## src/rtl/instr_fetch_unit_pkg.sv

```systemverilog
// Shared types and constants for the fetch stage and its IF/ID register.
// Latency: n/a (declarations only).
// Backpressure: n/a (declarations only).
package instr_fetch_unit_pkg;

  // Opcode field values seen by decode
  localparam logic [6:0] OP_I_TYPE = 7'b0010011;
  localparam logic [6:0] OP_LW     = 7'b0000011;
  localparam logic [6:0] OP_SW     = 7'b0100011;
  localparam logic [6:0] OP_B_TYPE = 7'b1100011;

  // addi x0,x0,0 : what decode sees when IF/ID holds a bubble
  localparam logic [31:0] NOP_INS_ENC = 32'h00000013;

  // Clears the byte offset of a branch target
  localparam logic [31:0] PC_ALIGN_MASK = 32'hFFFF_FFFC;

  typedef enum logic [1:0] {
    ST_REQ  = 2'd0,
    ST_WAIT = 2'd1,
    ST_HOLD = 2'd2
  } fetch_state_e;

endpackage

```

## src/rtl/instr_fetch_unit_if.sv

```systemverilog
// Bundle of the fetch stage's memory, decode and redirect signals.
// Latency: n/a (wiring only).
// Backpressure: imem_ready accepts a request; id_stall holds IF/ID.
// Ports: master = fetch unit side, slave = memory/decode/EX side.
interface instr_fetch_unit_if;

  logic        imem_req;
  logic [31:0] imem_addr;
  logic        imem_ready;
  logic        imem_rvalid;
  logic [31:0] imem_rdata;
  logic        id_stall;
  logic        redirect_valid;
  logic [31:0] redirect_pc;
  logic        id_valid;
  logic [31:0] id_pc;
  logic [31:0] id_ins;
  logic [6:0]  id_opcode;

  modport master (
    output imem_req, imem_addr, id_valid, id_pc, id_ins, id_opcode,
    input  imem_ready, imem_rvalid, imem_rdata, id_stall,
           redirect_valid, redirect_pc
  );

  modport slave (
    input  imem_req, imem_addr, id_valid, id_pc, id_ins, id_opcode,
    output imem_ready, imem_rvalid, imem_rdata, id_stall,
           redirect_valid, redirect_pc
  );

endinterface

```

## src/rtl/instr_fetch_unit_if_id_reg.sv

```systemverilog
// IF/ID pipeline register: holds one instruction and its PC for decode.
// Latency: one clock from load_i to valid_o.
// Backpressure: hold_i freezes contents; flush_i beats load_i beats hold_i.
// Ports: clk/rst_n; load_i/hold_i/flush_i controls; pc_i/ins_i data in;
//        valid_o/pc_o/ins_o register contents.
module instr_fetch_unit_if_id_reg
  import instr_fetch_unit_pkg::*;
#(
  parameter logic [31:0] NOP_INS = NOP_INS_ENC
) (
  input  logic        clk,
  input  logic        rst_n,
  input  logic        load_i,
  input  logic        hold_i,
  input  logic        flush_i,
  input  logic [31:0] pc_i,
  input  logic [31:0] ins_i,
  output logic        valid_o,
  output logic [31:0] pc_o,
  output logic [31:0] ins_o
);

  logic        valid_q;
  logic [31:0] pc_q;
  logic [31:0] ins_q;

  always_ff @(posedge clk or negedge rst_n) begin
    if (!rst_n) begin
      valid_q <= 1'b0;
      pc_q    <= 32'h0;
      ins_q   <= NOP_INS;
    end else if (flush_i) begin
      valid_q <= 1'b0;
      ins_q   <= NOP_INS;
    end else if (load_i) begin
      valid_q <= 1'b1;
      pc_q    <= pc_i;
      ins_q   <= ins_i;
    end else if (!hold_i) begin
      // Decode took the instruction and nothing replaces it: bubble.
      valid_q <= 1'b0;
      ins_q   <= NOP_INS;
    end
  end

  assign valid_o = valid_q;
  assign pc_o    = pc_q;
  assign ins_o   = ins_q;

endmodule

```

## src/rtl/instr_fetch_unit.sv

```systemverilog
// Fetch stage: PC, one-outstanding imem request FSM, hold buffer, IF/ID.
// Latency: accept -> rvalid -> IF/ID loaded on the rvalid edge; 1 ins / 2 clk max.
// Backpressure: imem_req waits for imem_ready; id_stall parks data in hold buffer.
// Ports: clk, rst_n (async, active low); bus (master) carries imem_*,
//        id_stall, redirect_* inputs and id_* outputs.
module instr_fetch_unit
  import instr_fetch_unit_pkg::*;
#(
  parameter logic [31:0] RESET_PC = 32'h00000000,
  parameter logic [31:0] NOP_INS  = NOP_INS_ENC
) (
  input  logic                  clk,
  input  logic                  rst_n,
  instr_fetch_unit_if.master    bus
);

  fetch_state_e state_q, state_d;
  logic [31:0]  pc_q, pc_d;
  logic         drop_q, drop_d;
  logic [31:0]  hold_q, hold_d;
  logic         req_q;

  logic         accept;
  logic         load;
  logic         flush;
  logic [31:0]  load_ins;
  logic         id_valid;
  logic [31:0]  id_pc;
  logic [31:0]  id_ins;

  // The request only counts once imem_req is actually high, so the
  // first cycle out of reset (state REQ, req low) never accepts.
  assign accept = (state_q == ST_REQ) && req_q && bus.imem_ready;

  always_comb begin
    state_d  = state_q;
    pc_d     = pc_q;
    drop_d   = drop_q;
    hold_d   = hold_q;
    load     = 1'b0;
    flush    = 1'b0;
    load_ins = bus.imem_rdata;

    if (bus.redirect_valid) begin
      flush  = 1'b1;
      pc_d   = bus.redirect_pc & PC_ALIGN_MASK;
      hold_d = 32'h0;
      case (state_q)
        ST_REQ: begin
          // Old-pc request already left: its response must be dropped.
          if (accept) begin
            state_d = ST_WAIT;
            drop_d  = 1'b1;
          end
        end
        ST_WAIT: begin
          if (bus.imem_rvalid) begin
            state_d = ST_REQ;
            drop_d  = 1'b0;
          end else begin
            drop_d  = 1'b1;
          end
        end
        default: state_d = ST_REQ;
      endcase
    end else begin
      case (state_q)
        ST_REQ: begin
          if (accept) state_d = ST_WAIT;
        end
        ST_WAIT: begin
          if (bus.imem_rvalid) begin
            if (drop_q) begin
              drop_d  = 1'b0;
              state_d = ST_REQ;
            end else if (!id_valid || !bus.id_stall) begin
              load    = 1'b1;
              pc_d    = pc_q + 32'd4;
              state_d = ST_REQ;
            end else begin
              hold_d  = bus.imem_rdata;
              state_d = ST_HOLD;
            end
          end
        end
        ST_HOLD: begin
          if (!bus.id_stall) begin
            load     = 1'b1;
            load_ins = hold_q;
            hold_d   = 32'h0;
            pc_d     = pc_q + 32'd4;
            state_d  = ST_REQ;
          end
        end
        default: state_d = ST_REQ;
      endcase
    end
  end

  always_ff @(posedge clk or negedge rst_n) begin
    if (!rst_n) begin
      state_q <= ST_REQ;
      pc_q    <= RESET_PC;
      drop_q  <= 1'b0;
      hold_q  <= 32'h0;
      req_q   <= 1'b0;
    end else begin
      state_q <= state_d;
      pc_q    <= pc_d;
      drop_q  <= drop_d;
      hold_q  <= hold_d;
      req_q   <= (state_d == ST_REQ);
    end
  end

  // pc only advances after a load, so pc_q is the PC of the word being loaded.
  instr_fetch_unit_if_id_reg #(
    .NOP_INS (NOP_INS)
  ) u_if_id (
    .clk     (clk),
    .rst_n   (rst_n),
    .load_i  (load),
    .hold_i  (bus.id_stall),
    .flush_i (flush),
    .pc_i    (pc_q),
    .ins_i   (load_ins),
    .valid_o (id_valid),
    .pc_o    (id_pc),
    .ins_o   (id_ins)
  );

  assign bus.imem_req  = req_q;
  assign bus.imem_addr = pc_q;
  assign bus.id_valid  = id_valid;
  assign bus.id_pc     = id_pc;
  assign bus.id_ins    = id_ins;
  assign bus.id_opcode = id_ins[6:0];

endmodule

```

## src/flat_wrapper.sv

```systemverilog
// flat-port wrapper written by rule: the top's interface ports become plain ports
module instr_fetch_unit_flat import instr_fetch_unit_pkg::*;
#(
  parameter logic [31:0] RESET_PC = 32'h00000000,
  parameter logic [31:0] NOP_INS  = NOP_INS_ENC
)
  (clk, rst_n, bus_imem_req, bus_imem_addr, bus_id_valid, bus_id_pc, bus_id_ins, bus_id_opcode, bus_imem_ready, bus_imem_rvalid, bus_imem_rdata, bus_id_stall, bus_redirect_valid, bus_redirect_pc);
  instr_fetch_unit_if bus_i ();
  input  logic clk;
  input  logic rst_n;
  output wire logic [$bits(bus_i.imem_req)-1:0] bus_imem_req;
  output wire logic [$bits(bus_i.imem_addr)-1:0] bus_imem_addr;
  output wire logic [$bits(bus_i.id_valid)-1:0] bus_id_valid;
  output wire logic [$bits(bus_i.id_pc)-1:0] bus_id_pc;
  output wire logic [$bits(bus_i.id_ins)-1:0] bus_id_ins;
  output wire logic [$bits(bus_i.id_opcode)-1:0] bus_id_opcode;
  input wire logic [$bits(bus_i.imem_ready)-1:0] bus_imem_ready;
  input wire logic [$bits(bus_i.imem_rvalid)-1:0] bus_imem_rvalid;
  input wire logic [$bits(bus_i.imem_rdata)-1:0] bus_imem_rdata;
  input wire logic [$bits(bus_i.id_stall)-1:0] bus_id_stall;
  input wire logic [$bits(bus_i.redirect_valid)-1:0] bus_redirect_valid;
  input wire logic [$bits(bus_i.redirect_pc)-1:0] bus_redirect_pc;
  assign bus_imem_req = bus_i.imem_req;
  assign bus_imem_addr = bus_i.imem_addr;
  assign bus_id_valid = bus_i.id_valid;
  assign bus_id_pc = bus_i.id_pc;
  assign bus_id_ins = bus_i.id_ins;
  assign bus_id_opcode = bus_i.id_opcode;
  assign bus_i.imem_ready = bus_imem_ready;
  assign bus_i.imem_rvalid = bus_imem_rvalid;
  assign bus_i.imem_rdata = bus_imem_rdata;
  assign bus_i.id_stall = bus_id_stall;
  assign bus_i.redirect_valid = bus_redirect_valid;
  assign bus_i.redirect_pc = bus_redirect_pc;
  instr_fetch_unit #(.RESET_PC(RESET_PC), .NOP_INS(NOP_INS)) u_core (.clk(clk), .rst_n(rst_n), .bus(bus_i));
endmodule
```

## config.mk

```make
export PLATFORM = sky130hd
export DESIGN_NAME = instr_fetch_unit_flat
export DESIGN_NICKNAME = d
export VERILOG_FILES = /design/src/rtl/instr_fetch_unit_pkg.sv /design/src/rtl/instr_fetch_unit_if.sv /design/src/rtl/instr_fetch_unit_if_id_reg.sv /design/src/rtl/instr_fetch_unit.sv /design/src/flat_wrapper.sv
export SDC_FILE = /design/constraint.sdc
export NUM_CORES = 1
export LEC_CHECK = 0
export CORE_AREA = 3 3 188 98
export DETAILED_ROUTE_END_ITERATION = 12
export DIE_AREA = 0 0 191 101
export PLACE_DENSITY = 0.71
export SETUP_SLACK_MARGIN = 0.02
export SYNTH_ARGS = -nofsm -noshare
export SYNTH_HDL_FRONTEND = slang
export SYNTH_SLANG_ARGS = --single-unit
```

## constraint.sdc

```tcl
create_clock -name clk -period 3.5 [get_ports clk]
set_clock_uncertainty 0.15 [all_clocks]
set_input_delay 0.35 -clock clk [delete_from_list [all_inputs] [get_ports clk]]
set_output_delay 0.35 -clock clk [all_outputs]
set_load 0.1 [all_outputs]
```

==> results.cfg <==
[critical_path]
cp_slowest_cell = clkdlybuf4s50_1
criticalPathCategory = reg -> out
endpoint_kind = output port
crit_path_cell_trace = clkdlybuf4s50_1
crit_start = u_core.bus.imem_addr[26]$_DFFE_PN0P_
slowest_delay_ps = 1210
cp.buffers_inverters = 1
critPathMaxFanout = 7
required_ps = 3000
crit_arrival_ps = 2180
cpLargestDelayFamily = buffers and inverters
r2r_start = u_core.state_q[0]$_DFF_PN0_
setup.worst_path.start_class = flop

[run]
cap_violations = 0

[placement]
io_buffers = 168
place_congestion = 0.790
dp_hpwl_um = 12300
place_inst = 1027

[power]
power_frac_clock_pct = 31.5
combPwrFrac_pct = 38.1
switching_share_pct = 43.3
intPower_uw = 3530
peakVddDrop_v = 0.000549
power_leakage_uw = 0.00361
p_seq_share_pct = 30.5
p_sw_uw = 2690
p_per_area_nw_per_um2 = 724

[cells_and_area]
final_cell_mix = nand2_1 (216), clkdlybuf4s50_1 (165), dfrtp_1 (126)
num_antenna_cells = 0
layout_commonest_cell = nand2_1
area_delta_synth_final_pct = 41.5
fillers = 1580
layout-drive-gt1-share_pct = 8.23
nets = 888
final_cell_count_no_fill = 1060

[global_routing]
antenna_found_initial = 0
grt_use_total_pct = 18.9
grt_max_degree = 70
grt_pass1_wl_um = 28100
grt_pass1_vias = 5071
overflow = 0

[sta]
min_period_ps = 2680
tightest_slew_ps = 1030
fin_crit_sh_pct = 76.6
setup_violations = 0
fmax_ghz = 0.373
grt_setup_unrepaired = no
drv_slew = 0
hold_viol = 0
slew-limit-headroom_pct = 31.1
setup_tns_ps = 0

[worst_hold_path]
hp-class = reg -> reg
hp-start = u_core.u_if_id.pc_o[28]$_DFFE_PN0P_

[yosys]
synth.distinct_cells = 53
synth_warnings = 0
synth_area_leaders = dfrtp_1 (52%), nand2_1 (13%), o21ai_0 (7.3%)
synth_edf_count = 0
yosys.area.top_type = dfrtp_1
synth-async-reset-ratio_pct = 100
ys.flop_type = dfrtp_1
yosysSeqAreaShare_pct = 53.3
syn_avg_cell_area_um2 = 9.25
netlist_instances = 656
syn_area_um2 = 6070
ys_ff_latch = 129
synth_top_area_share_pct = 52.0

[floorplan]
start_util_pct = 35.6
core-area_um2 = 17100
num_io_pins = 175
die_area_um2 = 19300
die_w_um = 191
dieHeight_um = 101
num_rows = 34

[detailed_routing]
remaining_drc_errors = 0
wl_per_cell_um = 16.5
drt_iter0_drc = 312
ant_nets = 0
num_vias = 5165
drt_pass1_iterations = 5
routed_wl_um = 17500
avgViaCountPerCell = 4.87

[clocking]
cts_inserted_buffers = 17
cts.path.max_buffers = 2
hold_buffers = 1
cts.htree.levels = 4
worstSkewPairLatency_ps = 420
cts-root-buf = clkbuf_16
cts_tree = yes
cts_sinks = 129
cts.clk_slew.worst_paths_ps = 60
cts-resized-gates = 0
cts_setup_buffers = 0

[outcome]
status = finished clean
==> cells by family (layout without fill, tap and decap cells) <==
logic type | after synthesis | in the layout | synth area share (%)
XOR/XNOR | 23 | 23 | 3.32
other | 1 | 4 | 0.0618
adder cells (fa/ha/maj) | 5 | 5 | 1.03
flip-flops | 129 | 129 | 53.3
multiplexers | 36 | 36 | 6.00
AO/OA/AOI/OAI | 116 | 116 | 10.6
AND/OR/NAND/NOR | 290 | 290 | 21.1
buffers and inverters | 56 | 223 | 4.58
==> power by group through the flow <==
| stage | registers, µW | logic, µW | clock network (µW) |
|---|---|---|---|
| after floorplan | 3220 | 424 | 0 |
| after global placement | 1910 | 2360 | 0 |
| after detailed placement | 1920 | 2380 | 0 |
| after CTS | 1900 | 2380 | 2010 |
| after global routing | 1930 | 2480 | 2080 |
| final | 1900 | 2370 | 1960 |
==> cell usage after synthesis, types with 2 or more instances <==
| master | count |
|---|---|
| nand2_1 | 216 |
| dfrtp_1 | 126 |
| o21ai_0 | 88 |
| mux2i_1 | 33 |
| clkbuf_1 | 26 |
| xnor2_1 | 16 |
| nor2_1 | 12 |
| buf_4 | 11 |
| nand4_1 | 11 |
| inv_1 | 10 |
| nand3_1 | 8 |
| a31oi_1 | 7 |
| xor2_1 | 7 |
| nor3_1 | 6 |
| nor4_1 | 6 |
| buf_2 | 5 |
| ha_1 | 5 |
| a21oi_1 | 4 |
| a22oi_1 | 4 |
| o31ai_1 | 4 |
| or4_1 | 4 |
| and3_1 | 3 |
| and4_1 | 3 |
| dfstp_2 | 3 |
| mux2_2 | 3 |
| nor2b_1 | 3 |
| a211oi_1 | 2 |
| and2b_2 | 2 |
| and3_2 | 2 |
| buf_6 | 2 |
| nor2_4 | 2 |
==> flip-flops by register name, summed over array words and instances, names as in the netlist <==
register                count
u_core.u_if_id.pc_o        30
u_core.u_if_id.ins_o       32
u_core.drop_q               1
u_core.state_q              2
u_core.bus.imem_req         1
u_core.u_if_id.valid_o      1
u_core.bus.imem_addr       30
u_core.hold_q              32
==> area by class of cell <==
class                      instances  area (µm²)  area share [%]
clock inverter                    13         210            2.45
timing repair buffer             180        1780            20.7
multi-input combinational        474        2600            30.3
tap                              234         293            3.41
inverter                          11        41.3           0.481
sequential                       129        3230            37.6
clock buffer                      19         433            5.04
==> worst reg2reg max path: stages, from the launching register on <==
cell and delay (ps):
dfrtp_1 400, inv_1 80, ha_1 280, o21ai_0 380
a21o_2 400, nand2_1 260, or4_1 460, a31oi_1 170
==> per-stage QoR <==
| step | worst slack (ps) | cell area [µm²] | total power [µW] | hold slack, ps | util [%] |
|---|---|---|---|---|---|
| after floorplan | 750 | 6080 | 3640 | -95.6 | - |
| after global placement | 881 | 7940 | 4270 | 258 | 46.5 |
| after detailed placement | 847 | 7940 | 4290 | 259 | 46.5 |
| after CTS | 793 | 8590 | 6290 | 319 | 50.4 |
| after global routing | 659 | 8590 | 6490 | 348 | 50.4 |
| final | 820 | 8590 | 6220 | 323 | 50.4 |
==> path summary, 6_finish.rpt <==
check,to,slack (ps),depth (start not counted)
hold / removal,u_core.u_if_id.pc_o[28]$_DFFE_PN0P_,320,2
setup reg to reg,u_core.bus.imem_addr[23]$_DFFE_PN0P_,830,7
hold reg to reg,u_core.u_if_id.pc_o[28]$_DFFE_PN0P_,320,2
setup / recovery,bus_imem_addr[26],820,1
min in group asynchronous,u_core.u_if_id.ins_o[5]$_DFFE_PN0P_,360,2
max in group asynchronous,u_core.u_if_id.ins_o[1]$_DFFE_PN1P_,2050,3
==> per-layer routing <==
| metal | up-vias | track usage [%] | share of wire [%] |
|---|---|---|---|
| li1 | 2521 | - | - |
| met1 | 2461 | 29.2 | 52 |
| met2 | 172 | 25.1 | 39 |
| met3 | 11 | 5.90 | 8.0 |
| met4 | 0 | 5.07 | 0.65 |
| met5 | - | 0 | 0 |
Power figures use the tool's default switching activity.
==> patch: new RTL, config.mk and constraints unchanged <==
Take the reset off `hold_q` and load it in a clocked block of its own.
--- a/src/rtl/instr_fetch_unit.sv
+++ b/src/rtl/instr_fetch_unit.sv
@@ -103,5 +103,4 @@
       pc_q    <= RESET_PC;
       drop_q  <= 1'b0;
-      hold_q  <= 32'h0;
       req_q   <= 1'b0;
     end else begin
@@ -109,7 +108,10 @@
       pc_q    <= pc_d;
       drop_q  <= drop_d;
-      hold_q  <= hold_d;
       req_q   <= (state_d == ST_REQ);
     end
+  end
+
+  always_ff @(posedge clk) begin
+    hold_q <= hold_d;
   end
 
Formal check against the unedited RTL: no difference found for any inputs over 4 cycles, from zero or initial values and one cycle with rst_n low; that may be too few to reach the edited logic, so the function may still have changed.
==> patch against the original RTL <==
Clock power fell by 16%; routed wire length up 5.4%; power is 2.9% higher; critical path depth stayed put; largest cell class unchanged; setup slack improved by 51 ps; synthesized area increased by 1.7%; via count increased by 7.6%; design area fell by 0.36%; sequential cell count unchanged; highest routed layer unchanged.
==> patch: results (changes against the original RTL) <==
* Status: complete, no violations
* Initial antenna violation count at 0 (unchanged)
* Post-DP HPWL at 12.8 mm (+4.4%)
* Fmax at 0.380 GHz (+2.0%)
* CTS root buffer: clkbuf_16
* # fillers at 1644 (+4.1%)
* Port Buffers at 168 (unchanged)
* DR pass1 iterations at 4 (-1)
* NumNets Final at 866 (-2.5%)
* Pin count of the biggest net entering global routing at 50 (-29%)
* Global-route wire length before repair at 29.4 mm (+4.7%)
* Library cells used by synthesis at 61 (+15%)
* P_sw at 2.98 mW (+10%)
* CTS tree: built
* Total track usage at 0.195 (+0.00564)
* P_leak at 3.51 nW (-2.7%)
* Clock buffer depth at 2 (unchanged)
* Final GP Congestion at 0.839 (+6.2%)
* Via density at 5.35 (+9.9%)
* Worst path top cell family by delay: buffers and inverters
* Worst VDD drop at 0.000721 V (+31%)
* Num CTS Buffers at 17 (unchanged)
* Post-synth top cells: dfrtp_1, nand2_1, o21ai_0
* Hold crit path type: input port to register
* Seq/Total Area, Yosys at 0.498 (-0.0349)
* Synth async-reset ratio at 0.752 (-0.248)
* Crit path max-delay cell type: clkdlybuf4s50_1
* Rel. slew slack at 0.305 (-0.00652)
* Worst-Skew Late Latency at 410 ps
* Placed cell area at 0.00801 mm2 (+0.96%)
* Fraction of layout cells with a size suffix above 1 at 0.108 (+0.0259)
* Synth area leaders: dfrtp_1, dfxtp_1, o21ai_0, mux2_2, nand2_1
* Htree depth at 4 (unchanged)
* Setup WS pre-CTS at 817 ps (-29.9 ps)
* WL final at 18.5 mm (+5.4%)
* N_diodes at 0 (unchanged)
* Post-DRT Antenna Nets at 0 (unchanged)
* Vias in the first global route at 5259 (+3.7%)
* Worst-path fanout max at 9 (+2)
* Setup bufs post-CTS at 0 (unchanged)
* DRT iter0 DRCs at 326 (+4.5%)
* Worst path max stage delay at 1200 ps
* Worst-path clk slew at 60 ps (about the same)
* YS warnings at 0 (unchanged)
* Internal reg-to-reg setup slack at 890 ps (+60 ps)
## patch: kinds of logic (layout without fill, tap and decap cells)
logic type / after synthesis / count (layout) / share of synthesized area
simple gates: 208 / 208 / 0.171
compound gates: 171 / 171 / 0.164
flops: 129 / 129 / 0.498
buf+inv: 64 / 225 / 0.0501
mux: 61 / 61 / 0.105
fa+ha+maj: 5 / 5 / 0.0101
other cells: 1 / 4 / 0.000608
xor+xnor: 1 / 1 / 0.00142
## patch: per-stage QoR
stage	hold slack (ps)	power (mW)	cells	util
after CTS	225	6.46	1038	0.502
after floorplan	-95.6	4.04	643	-
final	241	6.40	1038	0.502
after global routing	239	6.66	1038	0.502
after global placement	217	4.76	1005	0.470
after detailed placement	219	4.78	1005	0.470
## patch: worst paths after layout
check / end / startpoint / cells after the start
max in group asynchronous: u_core.u_if_id.ins_o[1] / rst_n / 3
worst max register to register: u_core.u_if_id.pc_o[11] / u_core.state_q[0] / 7
worst min register to register: u_core.u_if_id.ins_o[1] / u_core.hold_q[1] / 2
worst max-delay path: bus_imem_addr[27] / u_core.bus.imem_addr[27] / 1
min in group asynchronous: u_core.u_if_id.pc_o[21] / rst_n / 2
worst min-delay path: u_core.hold_q[24] / bus_redirect_valid / 2
## patch: power by group through the flow
stage / registers (mW) / logic (mW) / clock network (mW)
2_1_floorplan: 3.55 / 0.492 / 0
3_3_place_gp: 1.92 / 2.84 / 0
3_5_place_dp: 1.93 / 2.85 / 0
4_1_cts: 1.91 / 2.86 / 1.69
5_1_grt: 1.95 / 2.96 / 1.75
6_report: 1.91 / 2.85 / 1.64
## patch: cell type report
| class | instances | area share |
|---|---|---|
| Clock buffer | 25 | 0.0556 |
| Clock inverter | 7 | 0.00702 |
| Inverter | 11 | 0.00482 |
| Multi-Input combinational cell | 450 | 0.331 |
| Sequential cell | 129 | 0.359 |
| Tap cell | 234 | 0.0342 |
| Timing Repair Buffer | 182 | 0.208 |
## patch: routing by layer
layer / up-vias / track usage / part of all wire
met5: - / 0 / 0
met4: 0 / 0.0411 / 0.0055
met3: 8 / 0.0646 / 0.089
met2: 191 / 0.259 / 0.39
met1: 2725 / 0.301 / 0.51
li1: 2634 / - / -
## patch: repair_timing
action	in CTS	in global routing
hold buffers	1	0
resized for setup	0	0
hold endpoints to repair	40	0
